--- config.mk ---
export PLATFORM = sky130hd
export DESIGN_NAME = count_sequencer
export DESIGN_NICKNAME = d
export VERILOG_FILES = /design/src/rtl/count_seq_pkg.sv /design/src/rtl/seq_counter.sv /design/src/rtl/count_sequencer.sv
export SDC_FILE = /design/constraint.sdc
export NUM_CORES = 1
export LEC_CHECK = 0
export CAP_MARGIN = 20
export CORE_UTILIZATION = 35
export CTS_BUF_LIST = sky130_fd_sc_hd__clkbuf_16
export CTS_CLUSTER_SIZE = 8
export DETAILED_ROUTE_END_ITERATION = 16
export PLACE_DENSITY_LB_ADDON = 0.2
export SLEW_MARGIN = 20
export SYNTH_ARGS = -nofsm -noshare
export SYNTH_HDL_FRONTEND = slang
export SYNTH_SLANG_ARGS = --single-unit
--- constraint.sdc ---
create_clock -name Clock -period 7.1 [get_ports Clock]
set_clock_uncertainty 0.1 [all_clocks]
set_input_delay 1.42 -clock Clock [delete_from_list [all_inputs] [get_ports Clock]]
set_output_delay 1.42 -clock Clock [all_outputs]
set_load 0.03 [all_outputs]
--- src/rtl/count_seq_pkg.sv ---
// Shared types and constants for the count sequencer slice.
//   seq_state_e : sequencer FSM encoding (IDLE, RUN, DONE)
//   CNT_W       : default counter / run-length width
package count_seq_pkg;

  localparam int unsigned CNT_W = 8;

  typedef enum logic [1:0] {
    IDLE = 2'd0,
    RUN  = 2'd1,
    DONE = 2'd2
  } seq_state_e;

endpackage

--- src/rtl/seq_counter.sv ---
// Event counter shared by all requesters.
// Ports:
//   Clock  in  rising-edge clock
//   Reset  in  asynchronous, active-high
//   Clear  in  synchronous clear, wins over Enable
//   Enable in  count up by one
//   Q      out live counter value
module seq_counter
  import count_seq_pkg::*;
#(
  parameter int unsigned WIDTH = CNT_W
) (
  input  logic             Clock,
  input  logic             Reset,
  input  logic             Clear,
  input  logic             Enable,
  output logic [WIDTH-1:0] Q
);

  logic [WIDTH-1:0] r_q;

  always_ff @(posedge Clock or posedge Reset) begin
    if (Reset) begin
      r_q <= '0;
    end else if (Clear) begin
      r_q <= '0;
    end else if (Enable) begin
      r_q <= r_q + WIDTH'(1);
    end
  end

  assign Q = r_q;

endmodule

--- src/rtl/count_sequencer.sv ---
// Round-robin sequencer sharing one event counter between N_REQ requesters.
// Each accepted request clears the counter, counts up to its run length
// (or until aborted) and reports the outcome with a one-cycle done pulse.
// Optional macro COUNT_SEQ_ASSERT_EN compiles in concurrent checks.
// Ports:
//   Clock, Reset              clock, asynchronous active-high reset
//   req_valid / req_len       per-requester request and run length
//   req_ready                 one-hot grant (combinational, IDLE only)
//   pause / abort             hold / terminate the current run
//   busy                      sequencer not idle
//   count                     live counter value
//   done, done_id,
//   done_count, done_aborted  completion report (done_* hold between runs)
module count_sequencer
  import count_seq_pkg::*;
#(
  parameter int unsigned WIDTH = CNT_W,
  parameter int unsigned N_REQ = 2
) (
  input  logic                     Clock,
  input  logic                     Reset,
  input  logic [N_REQ-1:0]         req_valid,
  input  logic [N_REQ*WIDTH-1:0]   req_len,
  output logic [N_REQ-1:0]         req_ready,
  input  logic                     pause,
  input  logic                     abort,
  output logic                     busy,
  output logic [WIDTH-1:0]         count,
  output logic                     done,
  output logic [$clog2(N_REQ)-1:0] done_id,
  output logic [WIDTH-1:0]         done_count,
  output logic                     done_aborted
);

  localparam int unsigned ID_W = $clog2(N_REQ);

  seq_state_e       r_state;
  seq_state_e       w_next;
  logic [WIDTH-1:0] r_len;
  logic [ID_W-1:0]  r_id;
  logic [ID_W-1:0]  r_rr_ptr;
  logic             r_busy;
  logic             r_done;
  logic [ID_W-1:0]  r_done_id;
  logic [WIDTH-1:0] r_done_count;
  logic             r_done_aborted;

  logic [WIDTH-1:0] w_q;
  logic             w_clear;
  logic             w_enable;
  logic             w_accept;
  logic [N_REQ-1:0] w_grant;
  logic [ID_W-1:0]  w_idx;
  logic             w_found;
  logic [ID_W-1:0]  w_sel_id;
  logic [WIDTH-1:0] w_sel_len;
  logic [WIDTH-1:0] w_done_cnt;
  logic             w_done_ab;
  logic [WIDTH-1:0] w_len_arr [N_REQ];

  // Unpack the flat length bus so it can be indexed by requester id
  for (genvar i = 0; i < N_REQ; i++) begin : g_len
    assign w_len_arr[i] = req_len[i*WIDTH +: WIDTH];
  end

  seq_counter #(.WIDTH(WIDTH)) u_counter (
    .Clock  (Clock),
    .Reset  (Reset),
    .Clear  (w_clear),
    .Enable (w_enable),
    .Q      (w_q)
  );

  // Round-robin search from r_rr_ptr upward with wrap; grants only in IDLE
  always_comb begin
    w_grant   = '0;
    w_sel_id  = '0;
    w_sel_len = '0;
    w_found   = 1'b0;
    w_idx     = '0;
    if (r_state == IDLE) begin
      for (int unsigned k = 0; k < N_REQ; k++) begin
        w_idx = ID_W'((32'(r_rr_ptr) + k) % N_REQ);
        if (!w_found && req_valid[w_idx]) begin
          w_found        = 1'b1;
          w_grant[w_idx] = 1'b1;
          w_sel_id       = w_idx;
          w_sel_len      = w_len_arr[w_idx];
        end
      end
    end
  end

  assign w_accept = |w_grant;

  // FSM state register
  always_ff @(posedge Clock or posedge Reset) begin
    if (Reset) begin
      r_state <= IDLE;
    end else begin
      r_state <= w_next;
    end
  end

  // Next state, counter control and the completion values to capture
  always_comb begin
    w_next     = r_state;
    w_clear    = 1'b0;
    w_enable   = 1'b0;
    w_done_cnt = w_q;
    w_done_ab  = 1'b0;
    case (r_state)
      IDLE: begin
        if (w_accept) begin
          w_clear    = 1'b1;
          w_done_cnt = '0;
          w_next     = (w_sel_len == '0) ? DONE : RUN;
        end
      end
      RUN: begin
        w_enable = !pause && !abort;
        // Abort freezes Q and wins over a terminal increment
        if (abort) begin
          w_next    = DONE;
          w_done_ab = 1'b1;
        end else if (w_enable && (w_q == r_len - WIDTH'(1))) begin
          w_next     = DONE;
          w_done_cnt = w_q + WIDTH'(1);
        end
      end
      DONE: begin
        w_next = IDLE;
      end
      default: begin
        w_next = IDLE;
      end
    endcase
  end

  // Request latches, round-robin pointer and registered outputs
  always_ff @(posedge Clock or posedge Reset) begin
    if (Reset) begin
      r_len          <= '0;
      r_id           <= '0;
      r_rr_ptr       <= '0;
      r_busy         <= 1'b0;
      r_done         <= 1'b0;
      r_done_id      <= '0;
      r_done_count   <= '0;
      r_done_aborted <= 1'b0;
    end else begin
      r_busy <= (w_next != IDLE);
      r_done <= (w_next == DONE);
      if (w_accept) begin
        r_len <= w_sel_len;
        r_id  <= w_sel_id;
      end
      if (w_next == DONE) begin
        r_done_id      <= (r_state == IDLE) ? w_sel_id : r_id;
        r_done_count   <= w_done_cnt;
        r_done_aborted <= w_done_ab;
      end
      if (r_state == DONE) begin
        r_rr_ptr <= (r_id == ID_W'(N_REQ - 1)) ? '0 : r_id + ID_W'(1);
      end
    end
  end

  assign req_ready    = w_grant;
  assign busy         = r_busy;
  assign count        = w_q;
  assign done         = r_done;
  assign done_id      = r_done_id;
  assign done_count   = r_done_count;
  assign done_aborted = r_done_aborted;

`ifdef COUNT_SEQ_ASSERT_EN
  a_reset_q: assert property (@(posedge Clock) Reset |-> (w_q == '0));
  a_onehot_ready: assert property (@(posedge Clock) disable iff (Reset)
    $onehot0(req_ready));
  a_run_inc: assert property (@(posedge Clock) disable iff (Reset)
    (r_state == RUN && w_enable) |=> (w_q == $past(w_q) + WIDTH'(1)));
  a_run_hold: assert property (@(posedge Clock) disable iff (Reset)
    (r_state == RUN && !w_enable) |=> (w_q == $past(w_q)));
  a_done_q: assert property (@(posedge Clock) disable iff (Reset)
    done |-> ((w_q == r_len) || done_aborted));
  a_done_pulse: assert property (@(posedge Clock) disable iff (Reset)
    done |=> !done);
`else
  // Checks compiled out; function is unchanged.
`endif

endmodule
==> results.json <==
{
  "overflow": 0,
  "drive_gt1_frac": 0.0791,
  "clock_latency_ns": 0.27,
  "syn_to_final_growth_pct": 31.5,
  "hold_viol_final": 0,
  "synth_ff_type": "dfrtp_1",
  "syn_avg_cell_area_um2": 9.18,
  "hp-start": "done_count[0]",
  "hold_buffers": 0,
  "row_count": 26,
  "fp.dieArea_um2": 5860,
  "drt_wl_total_mm": 4.78,
  "synth-compound-area-share": 0.243,
  "tightest_slew_ns": 0.765,
  "power_density_nw_per_um2": 356,
  "report.final.slew_viol_count": 0,
  "tritoncts.num_buffers": 5,
  "synth_nets": 236,
  "cts_sinks": 32,
  "r2r_slack_ns": 4.00,
  "synth_top_cell_area_share": 0.411,
  "min_period_ns": 4.86,
  "setup_viol": 0,
  "cp_cell_sequence": "clkdlybuf4s50_1, inv_1, a211oi_2, clkdlybuf4s50_1",
  "synth_top_family_by_area": "compound AO/OA/AOI/OAI gates",
  "endpoint_kind": "output port",
  "reg2reg_depth": 6,
  "place.gp.congestion": 0.798,
  "worstPathRequired_ns": 5.58,
  "antenna_cells": 0,
  "num_vias": 1752,
  "nNetsFinal": 277,
  "clk_path_buf_depth": 2,
  "syn_area_um2": 1950,
  "synth_edf_count": 0,
  "setup.worst_path.start_class": "primary input",
  "synthCells": 212,
  "async_flop_share": 1.00,
  "start_util": 0.372,
  "fin_tns_setup_ns": 0,
  "path_delay_family": "buffers and inverters",
  "ys_seq_elements": 32,
  "clk_pin_slew_ns": 0.05,
  "max_freq_mhz": 206,
  "ys_warn_count": 0,
  "ys_types": 50,
  "hp-class": "reg -> reg",
  "cpMostUsedCell": "clkdlybuf4s50_1",
  "synthSimpleGateAreaFrac": 0.198,
  "startpoint": "req_valid[1]",
  "synthXorXnorAreaFrac": 0.0450,
  "design_area_um2": 2560,
  "cts-root-buf": "clkbuf_16",
  "wl_per_cell_um": 14.8,
  "ir_drop_mv": 0.176,
  "worstReg2RegStart": "r_state[1]",
  "status": "finished, final reports clean",
  "worstPathArrival_ns": 3.34,
  "hold_path_depth": 1,
  "grt_pass1_vias": 1638,
  "die_h_um": 76.6,
  "max-slew-margin-rel": 0.488,
  "grt_max_degree": 33,
  "critPathMaxStageDelay_ns": 0.78,
  "synth_top_cell_by_area": "dfrtp_1",
  "critPathSlowestCell": "clkdlybuf4s50_1",
  "dp_hpwl_mm": 3.57,
  "tritoncts": "yes",
  "ys_seq_area_frac": 0.411,
  "min_to": "done_count[0]",
  "drt_iter0_markers": 117,
  "r2r_end": "done_count[5]",
  "cts_resized": 0,
  "critPathKind": "in -> out",
  "ys_top_cells_by_area": "dfrtp_1, nor2_1, a21oi_1, nand2_1, inv_1",
  "postCtsSetupBuffers": 0,
  "first_pass_iters": 7,
  "muxShareOfSynthArea": 0.0263,
  "worst-path-buf-inv": 3,
  "antenna_found_initial": 0,
  "routed_via_density": 5.42,
  "rsz0062_at_grt": "no",
  "grt_pass1_wl_mm": 8.27,
  "drc": 0,
  "ant_nets": 0,
  "io_pins": 44,
  "track_usage": 0.179,
  "critPathMaxFanout": 8,
  "cap_violations": 0,
  "coreArea_um2": 5240,
  "place_area_um2": 2430,
  "fp.dieW_um": 76.6,
  "synth_fa_ha_area_frac": 0.0129,
  "p_leak_uw": 0.00110,
  "htreeDepth": 2,
  "io_buffers": 43,
  "min_period_over_period": 0.684
}
layer usage:
metal | vias to the layer above | track usage | wire length [um]
li1 | 855 | - | -
met5 | - | 0 | 0
met1 | 857 | 0.254 | 2410
met2 | 33 | 0.277 | 2130
met3 | 7 | 0.0347 | 184
met4 | 0 | 0.0462 | 46
cell usage in the layout (no fill, tap or decap), types with 2 or more instances in the layout:
cell,instances
clkdlybuf4s50_1,43
dfrtp_1,32
nor2_1,23
nand2_1,17
inv_1,16
a21oi_1,13
o21ai_0,11
nand3_1,10
a22oi_1,6
xnor2_1,5
xor2_1,5
clkbuf_16,5
nor3_1,4
and3_1,4
or4_1,4
a221o_1,4
mux2i_1,4
a222oi_1,4
clkinv_1,3
o31ai_1,3
nor4_4,2
nor3_2,2
a31oi_1,2
inv_2,2
a22o_1,2
ha_1,2
buf_4,2
report_power, final:
part           total (uW)  internal [uW]  switching, uW
Clock                 193            125           68.3
Sequential            305            236           68.8
Combinational         413            169            244
Total                 911            530            381
state kept, by name (all words and copies together) (netlist names):
register      count
done              1
done_aborted      1
r_state           2
r_len             8
r_id              1
u_counter.Q       8
busy              1
done_count        8
done_id           1
r_rr_ptr          1
cells by family after synthesis:
kind of cell    Yosys count
simple gates             72
compound gates           61
flops                    32
buf+inv                  30
xor+xnor                 10
mux                       5
fa+ha+maj                 2
final cells by class:
class                      instances  area [um^2]
multi-input combinational        150         1020
clock buffer                       5          125
clock inverter                     2         7.51
timing repair buffer              45          445
sequential                        32          801
fill                             495         2680
tap                               70         87.6
inverter                          19         71.3
how the worst max path moves through the flow:
| stage | slack, ns | cells after the start | to |
|---|---|---|---|
| 3_3_place_gp | 2.30 | 5 | req_ready[0] |
| 5_1_grt | 2.15 | 4 | req_ready[1] |
| 4_1_cts | 2.26 | 4 | req_ready[1] |
| 2_1_floorplan | 3.44 | 2 | req_ready[1] |
| 6_report | 2.24 | 4 | req_ready[1] |
| 3_5_place_dp | 2.26 | 5 | req_ready[0] |
Yosys cell counts (all sizes together) (3+ instances only):
master / instances
or4: 4
and3: 4
inv: 18
a21oi: 13
o31ai: 3
xor2: 5
buf: 4
nand2: 17
nand3: 10
clkbuf: 7
o21ai: 12
a221o: 4
a22oi: 6
nor3: 6
nor4: 3
nor2: 23
mux2i: 4
xnor2: 5
a222oi: 4
dfrtp: 32
metrics by stage:
stage	util	std cells	power (uW)	hold slack [ns]	setup WS [ns]
2_1_floorplan	-	212	599	0.360	3.44
3_3_place_gp	0.463	316	722	0.387	2.30
3_5_place_dp	0.463	316	723	0.381	2.26
4_1_cts	0.489	323	921	0.402	2.26
5_1_grt	0.489	323	978	0.413	2.15
6_report	0.489	323	911	0.395	2.24
worst reg2reg max path, stage by stage (launching register included):
cell and delay (ns):
dfrtp_1 0.50, or2_1 0.37, a211oi_2 0.50, a22oi_1 0.25
a32oi_1 0.32, nor2b_2 0.56, mux2_1 0.38
Note: power is estimated with default switching activity, not from simulation.
